$ cat config.mk
export PLATFORM = sky130hd
export DESIGN_NAME = twin_stick_decoder
export DESIGN_NICKNAME = d
export VERILOG_FILES = /design/src/rtl/twin_stick_pkg.sv /design/src/rtl/twin_stick_decoder_axis_hyst.sv /design/src/rtl/twin_stick_decoder.sv
export SDC_FILE = /design/constraint.sdc
export NUM_CORES = 1
export LEC_CHECK = 0
export ABC_CLOCK_PERIOD_IN_PS = 2600
export CORE_ASPECT_RATIO = 1.75
export CORE_MARGIN = 3
export CORE_UTILIZATION = 50
export CTS_CLUSTER_DIAMETER = 40
export DETAILED_ROUTE_END_ITERATION = 8
export PLACE_DENSITY_LB_ADDON = 0.08
export SYNTH_ARGS = -nofsm -noshare
export SYNTH_HDL_FRONTEND = slang
export SYNTH_SLANG_ARGS = --single-unit
$ cat constraint.sdc
create_clock -name clock_12 -period 2.6 [get_ports clock_12]
set_clock_uncertainty 0.2 [all_clocks]
set_input_delay 0.39 -clock clock_12 [delete_from_list [all_inputs] [get_ports clock_12]]
set_output_delay 0.39 -clock clock_12 [all_outputs]
set_load 0.02 [all_outputs]
$ cat src/rtl/twin_stick_pkg.sv
// ---------------------------------------------------------------------------
// twin_stick_pkg : shared axis-state enum, direction indices and defaults
// Revision 1.0
// ---------------------------------------------------------------------------
`default_nettype none

package twin_stick_pkg;

  typedef enum logic [1:0] {
    AXIS_NEUTRAL = 2'd0,
    AXIS_POS     = 2'd1,
    AXIS_NEG     = 2'd2
  } axis_state_t;

  localparam int DIR_RIGHT = 0;
  localparam int DIR_LEFT  = 1;
  localparam int DIR_DOWN  = 2;
  localparam int DIR_UP    = 3;

  localparam int AXIS_LX = 0;
  localparam int AXIS_LY = 1;
  localparam int AXIS_RX = 2;
  localparam int AXIS_RY = 3;

  localparam int DEAD_IN_DEFAULT  = 48;
  localparam int DEAD_OUT_DEFAULT = 32;
  localparam int HOLD_DEFAULT     = 2;
  localparam int TICK_DIV_DEFAULT = 12000;

  function automatic logic [3:0] dirs_from_axes(input axis_state_t x, input axis_state_t y);
    logic [3:0] d;
    d            = 4'b0000;
    d[DIR_RIGHT] = (x == AXIS_POS);
    d[DIR_LEFT]  = (x == AXIS_NEG);
    d[DIR_DOWN]  = (y == AXIS_POS);
    d[DIR_UP]    = (y == AXIS_NEG);
    return d;
  endfunction

  // Simultaneous opposing directions resolve to neutral on that axis.
  function automatic logic [3:0] socd_neutral(input logic [3:0] raw);
    logic [3:0] d;
    d = raw;
    if (raw[DIR_UP] && raw[DIR_DOWN]) begin
      d[DIR_UP]   = 1'b0;
      d[DIR_DOWN] = 1'b0;
    end
    if (raw[DIR_LEFT] && raw[DIR_RIGHT]) begin
      d[DIR_LEFT]  = 1'b0;
      d[DIR_RIGHT] = 1'b0;
    end
    return d;
  endfunction

endpackage

`default_nettype wire

$ cat src/rtl/twin_stick_decoder_axis_hyst.sv
// ---------------------------------------------------------------------------
// axis_hyst : per-axis hysteresis FSM with tick-based persistence filter
// Revision 1.0
// ---------------------------------------------------------------------------
`default_nettype none

module axis_hyst
  import twin_stick_pkg::*;
#(
  parameter int DEAD_IN  = DEAD_IN_DEFAULT,
  parameter int DEAD_OUT = DEAD_OUT_DEFAULT,
  parameter int HOLD     = HOLD_DEFAULT
) (
  input  logic        clk,
  input  logic        rst,
  input  logic        tick,
  input  logic [7:0]  value,
  output axis_state_t state
);

  localparam logic signed [9:0] IN_P  = 10'(DEAD_IN);
  localparam logic signed [9:0] IN_N  = -10'(DEAD_IN);
  localparam logic signed [9:0] OUT_P = 10'(DEAD_OUT);
  localparam logic signed [9:0] OUT_N = -10'(DEAD_OUT);

  logic [7:0]        sat;
  logic signed [9:0] v;
  axis_state_t       cand;
  axis_state_t       pend;
  logic [3:0]        hold_cnt;
  logic [3:0]        next_cnt;

  assign sat = (value == 8'h80) ? 8'h81 : value;
  assign v   = {{2{sat[7]}}, sat};

  always_comb begin
    cand = state;
    case (state)
      AXIS_NEUTRAL: begin
        if (v >= IN_P)      cand = AXIS_POS;
        else if (v <= IN_N) cand = AXIS_NEG;
      end
      AXIS_POS: begin
        if (v <= IN_N)       cand = AXIS_NEG;
        else if (v < OUT_P)  cand = AXIS_NEUTRAL;
      end
      AXIS_NEG: begin
        if (v >= IN_P)       cand = AXIS_POS;
        else if (v > OUT_N)  cand = AXIS_NEUTRAL;
      end
      default: cand = AXIS_NEUTRAL;
    endcase
  end

  // A streak only continues while the same non-current candidate repeats.
  assign next_cnt = (cand == pend && hold_cnt != 4'd0) ? hold_cnt + 4'd1 : 4'd1;

  always_ff @(posedge clk or posedge rst) begin
    if (rst) begin
      state    <= AXIS_NEUTRAL;
      pend     <= AXIS_NEUTRAL;
      hold_cnt <= 4'd0;
    end else if (tick) begin
      if (cand == state) begin
        hold_cnt <= 4'd0;
      end else if (next_cnt == 4'(HOLD)) begin
        state    <= cand;
        hold_cnt <= 4'd0;
      end else begin
        pend     <= cand;
        hold_cnt <= next_cnt;
      end
    end
  end

endmodule

`default_nettype wire

$ cat src/rtl/twin_stick_decoder.sv
// ---------------------------------------------------------------------------
// twin_stick_decoder : digital/dual-analog stick to run/aim direction bits
// Revision 1.0
// ---------------------------------------------------------------------------
`default_nettype none

module twin_stick_decoder
  import twin_stick_pkg::*;
#(
  parameter int DEAD_IN  = DEAD_IN_DEFAULT,
  parameter int DEAD_OUT = DEAD_OUT_DEFAULT,
  parameter int HOLD     = HOLD_DEFAULT,
  parameter int TICK_DIV = TICK_DIV_DEFAULT
) (
  input  logic        clock_12,
  input  logic        reset,
  input  logic        mode,
  input  logic [3:0]  joy_dig,
  input  logic [15:0] joy_l,
  input  logic [15:0] joy_r,
  output logic [3:0]  run,
  output logic [3:0]  aim
);

  localparam int CNT_W = (TICK_DIV > 1) ? $clog2(TICK_DIV) : 1;

  logic [CNT_W-1:0] tick_cnt;
  logic             tick;
  logic [7:0]       axis_val [4];
  axis_state_t      axis_st  [4];
  logic [3:0]       dig_clean;
  logic [3:0]       run_next;
  logic [3:0]       aim_next;

  assign tick = (tick_cnt == CNT_W'(TICK_DIV - 1));

  always_ff @(posedge clock_12 or posedge reset) begin
    if (reset)     tick_cnt <= '0;
    else if (tick) tick_cnt <= '0;
    else           tick_cnt <= tick_cnt + 1'b1;
  end

  assign axis_val[AXIS_LX] = joy_l[7:0];
  assign axis_val[AXIS_LY] = joy_l[15:8];
  assign axis_val[AXIS_RX] = joy_r[7:0];
  assign axis_val[AXIS_RY] = joy_r[15:8];

  generate
    for (genvar i = 0; i < 4; i++) begin : g_axis
      axis_hyst #(
        .DEAD_IN  (DEAD_IN),
        .DEAD_OUT (DEAD_OUT),
        .HOLD     (HOLD)
      ) u_axis_hyst (
        .clk   (clock_12),
        .rst   (reset),
        .tick  (tick),
        .value (axis_val[i]),
        .state (axis_st[i])
      );
    end
  endgenerate

  assign dig_clean = socd_neutral(joy_dig);

  always_comb begin
    run_next = dig_clean;
    aim_next = dig_clean;
    if (mode) begin
      run_next = dirs_from_axes(axis_st[AXIS_LX], axis_st[AXIS_LY]);
      aim_next = dirs_from_axes(axis_st[AXIS_RX], axis_st[AXIS_RY]);
    end
  end

  always_ff @(posedge clock_12 or posedge reset) begin
    if (reset) begin
      run <= 4'b0000;
      aim <= 4'b0000;
    end else begin
      run <= run_next;
      aim <= aim_next;
    end
  end

endmodule

`default_nettype wire

# After elaboration in Yosys (flattened, before gate mapping)
# Cells that the tools add are included.
[word_totals] regBits=54 word_cells=140 output_inout_bits=8
[classes] reduce_logical=22 order_cmp=16 muxes=49 eq_ne=25 n_addsub=5 bitwise_logic=8
[ops] operator="2-to-1 mux 4 bit" n=14
[ops] operator="2-to-1 mux 2 bit" n=26
[ops] operator="== test 8 bit, second input constant" n=4
[ops] operator="greater-or-equal comparator 8 x 7 -> 1 bit, second input constant" n=4
[ops] operator="greater-than comparator 8 x 6 -> 1 bit, second input constant" n=4
[ops] operator="less-or-equal comparator 8 x 7 -> 1 bit, second input constant" n=4
[ops] operator="less-than comparator 8 x 7 -> 1 bit, second input constant" n=4
[ops] operator="2-to-1 mux 8 bit" n=4
[ops] operator="case mux 2 bit (3 select lines)" n=4
[ops] operator="AND reduction 3 bit" n=8
[ops] operator="adder 4 x 1 -> 4 bit, second input constant" n=4
[ops] operator="== test 2 bit" n=8
[ops] operator="== test 4 x 2 -> 1 bit, second input constant" n=4
[ops] operator="nonzero test 4 bit" n=4
[ops] operator="adder 14 x 1 -> 14 bit, second input constant" n=1
[ops] operator="== test 14 bit, second input constant" n=1
[ops] operator="2-to-1 mux 14 bit" n=1
[ops] operator="== test 2 x 1 -> 1 bit, second input constant" n=4
[ops] operator="== test 2 bit, second input constant" n=4
[ops] operator="logical NOT 2 bit" n=4
[ops] operator="inverter 1 bit" n=8
[ops] operator="logical AND 1 bit" n=6

# Depth between registers and ports, before layout
[logic_depth] word_depth=12 depth_mapped=8 depth_no_buf=7

# Hierarchy
# A second synthesis with hierarchy kept.
[hier_totals] cells_unflattened=402 area_unflattened_um2=3724.8
[by_module_without_submodules] module="axis_hyst" cells_each=76 area_each_um2=671.9 instances=4 seq_area_each_um2=200.2
[by_module_without_submodules] module="twin_stick_decoder" cells_each=98 area_each_um2=1037.2 instances=1 seq_area_each_um2=550.5

# Least setup slack after synthesis
# Ideal clock, no wire load.
[synth_timing] path_type="input to register" start="in joy_r[8]" end="reg g_axis[3].u_axis_hyst.state[0]" required_time_ns=2.272 t_arrival_ns=2.353 slack_ns=-0.080 path_stages=6 path_cell_list="or4_4 -> a311o_1 -> and3_4 -> a2111oi_4 -> nand4_2 -> mux2_1"
[synth_between] elab_chain_cells=11 elab_cells_between_ends=20 classes_between="4 x order compare; 4 x eq/ne; 9 x mux; 1 x bitwise; 2 x reduce/logical"
[synth_rtl] element="from (decl)" line="twin_stick_decoder.sv:20" rtl="input logic [15:0] joy_r,"
[synth_rtl] element="== test 8 bit" line="twin_stick_decoder_axis_hyst.sv:33" rtl="assign sat = (value == 8'h80) ? 8'h81 : value;"
[synth_rtl] element="2-to-1 mux 8 bit (*)" line="twin_stick_decoder_axis_hyst.sv:33"
[synth_rtl] element="greater-than comparator 8 x 6 -> 1 bit (tied with other cells)" line="twin_stick_decoder_axis_hyst.sv:49" rtl="else if (v > OUT_N) cand = AXIS_NEUTRAL;"
[synth_rtl] element="2-to-1 mux 2 bit (on tied branches)" line="twin_stick_decoder_axis_hyst.sv:49, twin_stick_decoder_axis_hyst.sv:45, twin_stick_decoder_axis_hyst.sv:41"
[synth_rtl] element="2-to-1 mux 2 bit (on tied branches)" line="twin_stick_decoder_axis_hyst.sv:48, twin_stick_decoder_axis_hyst.sv:44, twin_stick_decoder_axis_hyst.sv:40"
[synth_rtl] element="case mux 2 bit (3 select lines) (*)" line="twin_stick_decoder_axis_hyst.sv:38" rtl="case (state)"
[synth_rtl] element="== test 2 bit" line="twin_stick_decoder_axis_hyst.sv:56" rtl="assign next_cnt = (cand == pend && hold_cnt != 4'd0) ? hold_cnt + 4'd1 : 4'd1;"
[synth_rtl] element="logical AND 1 bit" line="twin_stick_decoder_axis_hyst.sv:56"
[synth_rtl] element="2-to-1 mux 4 bit" line="twin_stick_decoder_axis_hyst.sv:56"
[synth_rtl] element="== test 4 x 2 -> 1 bit" line="twin_stick_decoder_axis_hyst.sv:66" rtl="end else if (next_cnt == 4'(HOLD)) begin"
[synth_rtl] element="AND reduction 3 bit (no source line)"
[synth_rtl] element="to (signal assigned)" line="twin_stick_decoder_axis_hyst.sv:67" rtl="state <= cand;"
[synth_rtl] element="to (decl)" line="twin_stick_decoder_axis_hyst.sv:18" rtl="output axis_state_t state"
# Mark *: on every way between the ends. The rest lies on a longest branch, timed or not.
# A chain may end at the register's enable or synchronous reset.

# Worst setup path in the final report
[layout_timing] start="in joy_l[10]" end="reg g_axis[1].u_axis_hyst.state[0]"
[layout_between] elab_chain_cells=11 elab_cells_between_ends=20 classes_between="4 x order compare; 4 x eq/ne; 9 x mux; 1 x bitwise; 2 x reduce/logical"
[layout_rtl] element="from (decl)" line="twin_stick_decoder.sv:19" rtl="input logic [15:0] joy_l,"
[layout_rtl] element="== test 8 bit" line="twin_stick_decoder_axis_hyst.sv:33"
[layout_rtl] element="2-to-1 mux 8 bit (*)" line="twin_stick_decoder_axis_hyst.sv:33"
[layout_rtl] element="greater-than comparator 8 x 6 -> 1 bit (tied with other cells)" line="twin_stick_decoder_axis_hyst.sv:49"
[layout_rtl] element="2-to-1 mux 2 bit (on tied branches)" line="twin_stick_decoder_axis_hyst.sv:49, twin_stick_decoder_axis_hyst.sv:45, twin_stick_decoder_axis_hyst.sv:41"
[layout_rtl] element="2-to-1 mux 2 bit (on tied branches)" line="twin_stick_decoder_axis_hyst.sv:48, twin_stick_decoder_axis_hyst.sv:44, twin_stick_decoder_axis_hyst.sv:40"
[layout_rtl] element="case mux 2 bit (3 select lines) (*)" line="twin_stick_decoder_axis_hyst.sv:38"
[layout_rtl] element="== test 2 bit" line="twin_stick_decoder_axis_hyst.sv:56"
[layout_rtl] element="logical AND 1 bit" line="twin_stick_decoder_axis_hyst.sv:56"
[layout_rtl] element="2-to-1 mux 4 bit" line="twin_stick_decoder_axis_hyst.sv:56"
[layout_rtl] element="== test 4 x 2 -> 1 bit" line="twin_stick_decoder_axis_hyst.sv:66"
[layout_rtl] element="AND reduction 3 bit (no source line)"
[layout_rtl] element="to (signal assigned)" line="twin_stick_decoder_axis_hyst.sv:67"
[layout_rtl] element="to (decl)" line="twin_stick_decoder_axis_hyst.sv:18"
# Marked as above.

==> results.toml <==
[global_routing]
grt_max_degree = 31
grt_pass1_vias = 3173
grt_pass1_wl_um = 13400
use_met2 = 0.416
grt_busiest_layer = "met2"
grt_util_all_layers = 0.220
gr-usage-met3 = 0.0373
overflow = 0
use_met1 = 0.234
antenna_found_initial = 0

[cts]
clock_path_buffers = 2
clockRootBuffer = "clkbuf_8"
clock_sinks = 54
numCtsBuffers = 5
h-tree-depth = 2
tritoncts = "done"
path_clk_slew_ns = 0.10
ctsHoldBuffers = 0
clk-insertion-delay-late_ns = 0.32

[layout]
layout-drive-gt1-share = 0.209
antenna_cells = 0
fill_cells = 510
syn2layout_area_growth_pct = 32.9
multi_input_area_um2 = 1970
layout_commonest_cell = "buf_4"
fin_nets = 512
fin_util = 0.701
regArea_um2 = 1350
final_cell_mix = "53 x buf_4, 52 x dfrtp_1, 43 x clkdlybuf4s50_1"

[sta]
hold_viol_final = 0
tightestPinTransition_ns = 0.552
slew_headroom = 0.632
fmax_mhz = 395
period_share = 0.975
slew_violations = 0
rsz0062_at_grt = "false"
fin_crit_ns = 2.53
setup_viol = 0

[synth]
synth-edff-count = 0
synth_seq_cells = 54
ys_seq_area_frac = 0.402
netlist_instances = 368
ys_types = 57
async_flop_share = 1.00
ys.warnings.count = 0
synth_area_per_cell_um2 = 9.13
syn_area_um2 = 3360
syn_nets = 416
synth_flop_cell = "dfrtp_1"

[power_and_ir_drop]
p_leak_nw = 2.05
p_total_mw = 1.60
peakVddDrop_uv = 312
powerDensity_nw_per_um2 = 358

[place]
hpwl_um = 6080
gp_congestion = 0.816
place.port_buffers = 46

[floorplan]
io_pins = 47
rows = 38
die_w_um = 68.0
design.die.area_um2 = 7780
die_y_um = 114
start_util = 0.527
coreArea_um2 = 6370

[setup_path]
slowest_delay_ns = 0.45
cpMostUsedCell = "nor4_4"
worst-setup-path-type = "in2reg"
worst_setup_path_start_kind = "input pin"
endpoint_kind = "flop"
path_delay_family = "simple AND/OR/NAND/NOR gates"
worstPathRequired_ns = 2.61
cp.arrival_ns = 2.54
crit_fanout = 3
crit_buf_inv = 2
critPathSlowestCell = "clkdlybuf4s50_1"
crit_chain = "clkdlybuf4s50_1, nor4_4, buf_4, nor3_1, a211o_1, nor4_4, and4bb_2, mux2_2"

[drt]
vias = 3114
viasPerCell = 5.71
ant_nets = 0
drc = 0
drt_iter0_markers = 127
wl_um = 7980
drtPass1Iterations = 4
wl_per_cell_um = 14.6

[hold_path]
hold_path.class = "in2async"

[job]
cap_violations = 0

[run_status]
outcome = "finished, final reports clean"
[metrics by stage]
stage | hold slack (ns) | std cells | cell area, um^2 | setup TNS (ns) | worst slack, ns
5_1_grt | 0.293 | 545 | 4470 | 0 | 0.0243
6_report | 0.240 | 545 | 4470 | 0 | 0.0661
2_1_floorplan | 0.255 | 368 | 3370 | 0 | 0.00523
4_1_cts | 0.252 | 545 | 4390 | 0 | 0.00131
3_3_place_gp | 0.275 | 536 | 4290 | -5.18 | -0.333
3_5_place_dp | 0.281 | 536 | 4290 | -6.24 | -0.365
[sequential cells by signal (all words and copies together) (netlist names)]
signal and flops:
g_axis.u_axis_hyst.hold_cnt 16, aim 4, tick_cnt 14, g_axis.u_axis_hyst.pend 8
run 4, g_axis.u_axis_hyst.state 8
[area by class of cell]
| class | instances | share of cell area |
|---|---|---|
| Clock inverter | 2 | 0.00308 |
| Tap cell | 80 | 0.0224 |
| Inverter | 22 | 0.0185 |
| Sequential cell | 54 | 0.303 |
| Clock buffer | 6 | 0.0162 |
| Timing Repair Buffer | 100 | 0.196 |
| Multi-Input combinational cell | 281 | 0.441 |
[layer usage]
| layer | vias to the layer above | wire length, um |
|---|---|---|
| met2 | 54 | 4480 |
| met5 | - | 0 |
| li1 | 1534 | - |
| met3 | 14 | 242 |
| met4 | 0 | 144 |
| met1 | 1512 | 3110 |
[worst paths after layout]
| check | cells past startpoint | end | start | slack (ns) |
|---|---|---|---|---|
| max in group asynchronous | 3 | g_axis[0].u_axis_hyst.state[0]$_DFFE_PP0P_ | reset | 1.40 |
| worst max register to register | 8 | g_axis[3].u_axis_hyst.state[0]$_DFFE_PP0P_ | tick_cnt[0]$_DFF_PP0_ | 0.18 |
| worst min-delay path | 2 | tick_cnt[1]$_DFF_PP0_ | reset | 0.24 |
| worst min register to register | 1 | tick_cnt[0]$_DFF_PP0_ | tick_cnt[0]$_DFF_PP0_ | 0.29 |
| min in group clock_12 | 1 | tick_cnt[0]$_DFF_PP0_ | tick_cnt[0]$_DFF_PP0_ | 0.29 |
| worst max-delay path | 8 | g_axis[1].u_axis_hyst.state[0]$_DFFE_PP0P_ | joy_l[10] | 0.07 |
[cell families (layout without fill, tap and decap cells)]
kind of cell | after synthesis | in the layout | share of synthesized area
adder cells (fa/ha/maj) | 9 | 9 | 0.0335
multiplexers | 15 | 15 | 0.0499
AND/OR/NAND/NOR | 154 | 154 | 0.247
XOR/XNOR | 21 | 21 | 0.0547
buffers and inverters | 33 | 130 | 0.0380
AO/OA/AOI/OAI | 82 | 82 | 0.175
flip-flops | 54 | 54 | 0.402
[Yosys cell counts (all sizes together), types with 3 or more instances]
| cell type | number | area, um^2 |
|---|---|---|
| a311oi | 3 | 26.3 |
| mux2 | 14 | 158 |
| nand3b | 5 | 37.5 |
| inv | 22 | 82.6 |
| a221oi | 4 | 35.0 |
| nand3 | 25 | 125 |
| a21oi | 11 | 55.1 |
| a31oi | 6 | 37.5 |
| o21bai | 3 | 22.5 |
| and2 | 3 | 18.8 |
| o31ai | 7 | 52.6 |
| nor2 | 24 | 90.1 |
| dfrtp | 54 | 1350 |
| nor3b | 8 | 60.1 |
| nand4b | 3 | 26.3 |
| ha | 9 | 113 |
| nor3 | 12 | 60.1 |
| a21o | 5 | 37.5 |
| nor4 | 7 | 50.1 |
| xnor2 | 7 | 61.3 |
| and3 | 3 | 23.8 |
| clkbuf | 10 | 37.5 |
| nand2 | 38 | 143 |
| xor2 | 14 | 123 |
| a22o | 7 | 61.3 |
| or3 | 5 | 31.3 |
| o21ai | 18 | 90.1 |
| or4 | 3 | 26.3 |
| nor2b | 5 | 31.3 |
| nand4 | 6 | 43.8 |
[report_power, final]
part	leakage, nW	internal [mW]	switching [mW]
logic	1.33	0.149	0.125
registers	0.679	0.846	0.00323
clock network	0.0452	0.191	0.287
[what timing repair did]
item | in CTS | in global routing
pin swaps | 4 | 5
setup endpoints to repair | 2 | 14
gates resized for setup | 6 | 14
setup buffers | 1 | 0
gates cloned | 0 | 0
(Power assumes the default switching activity.)
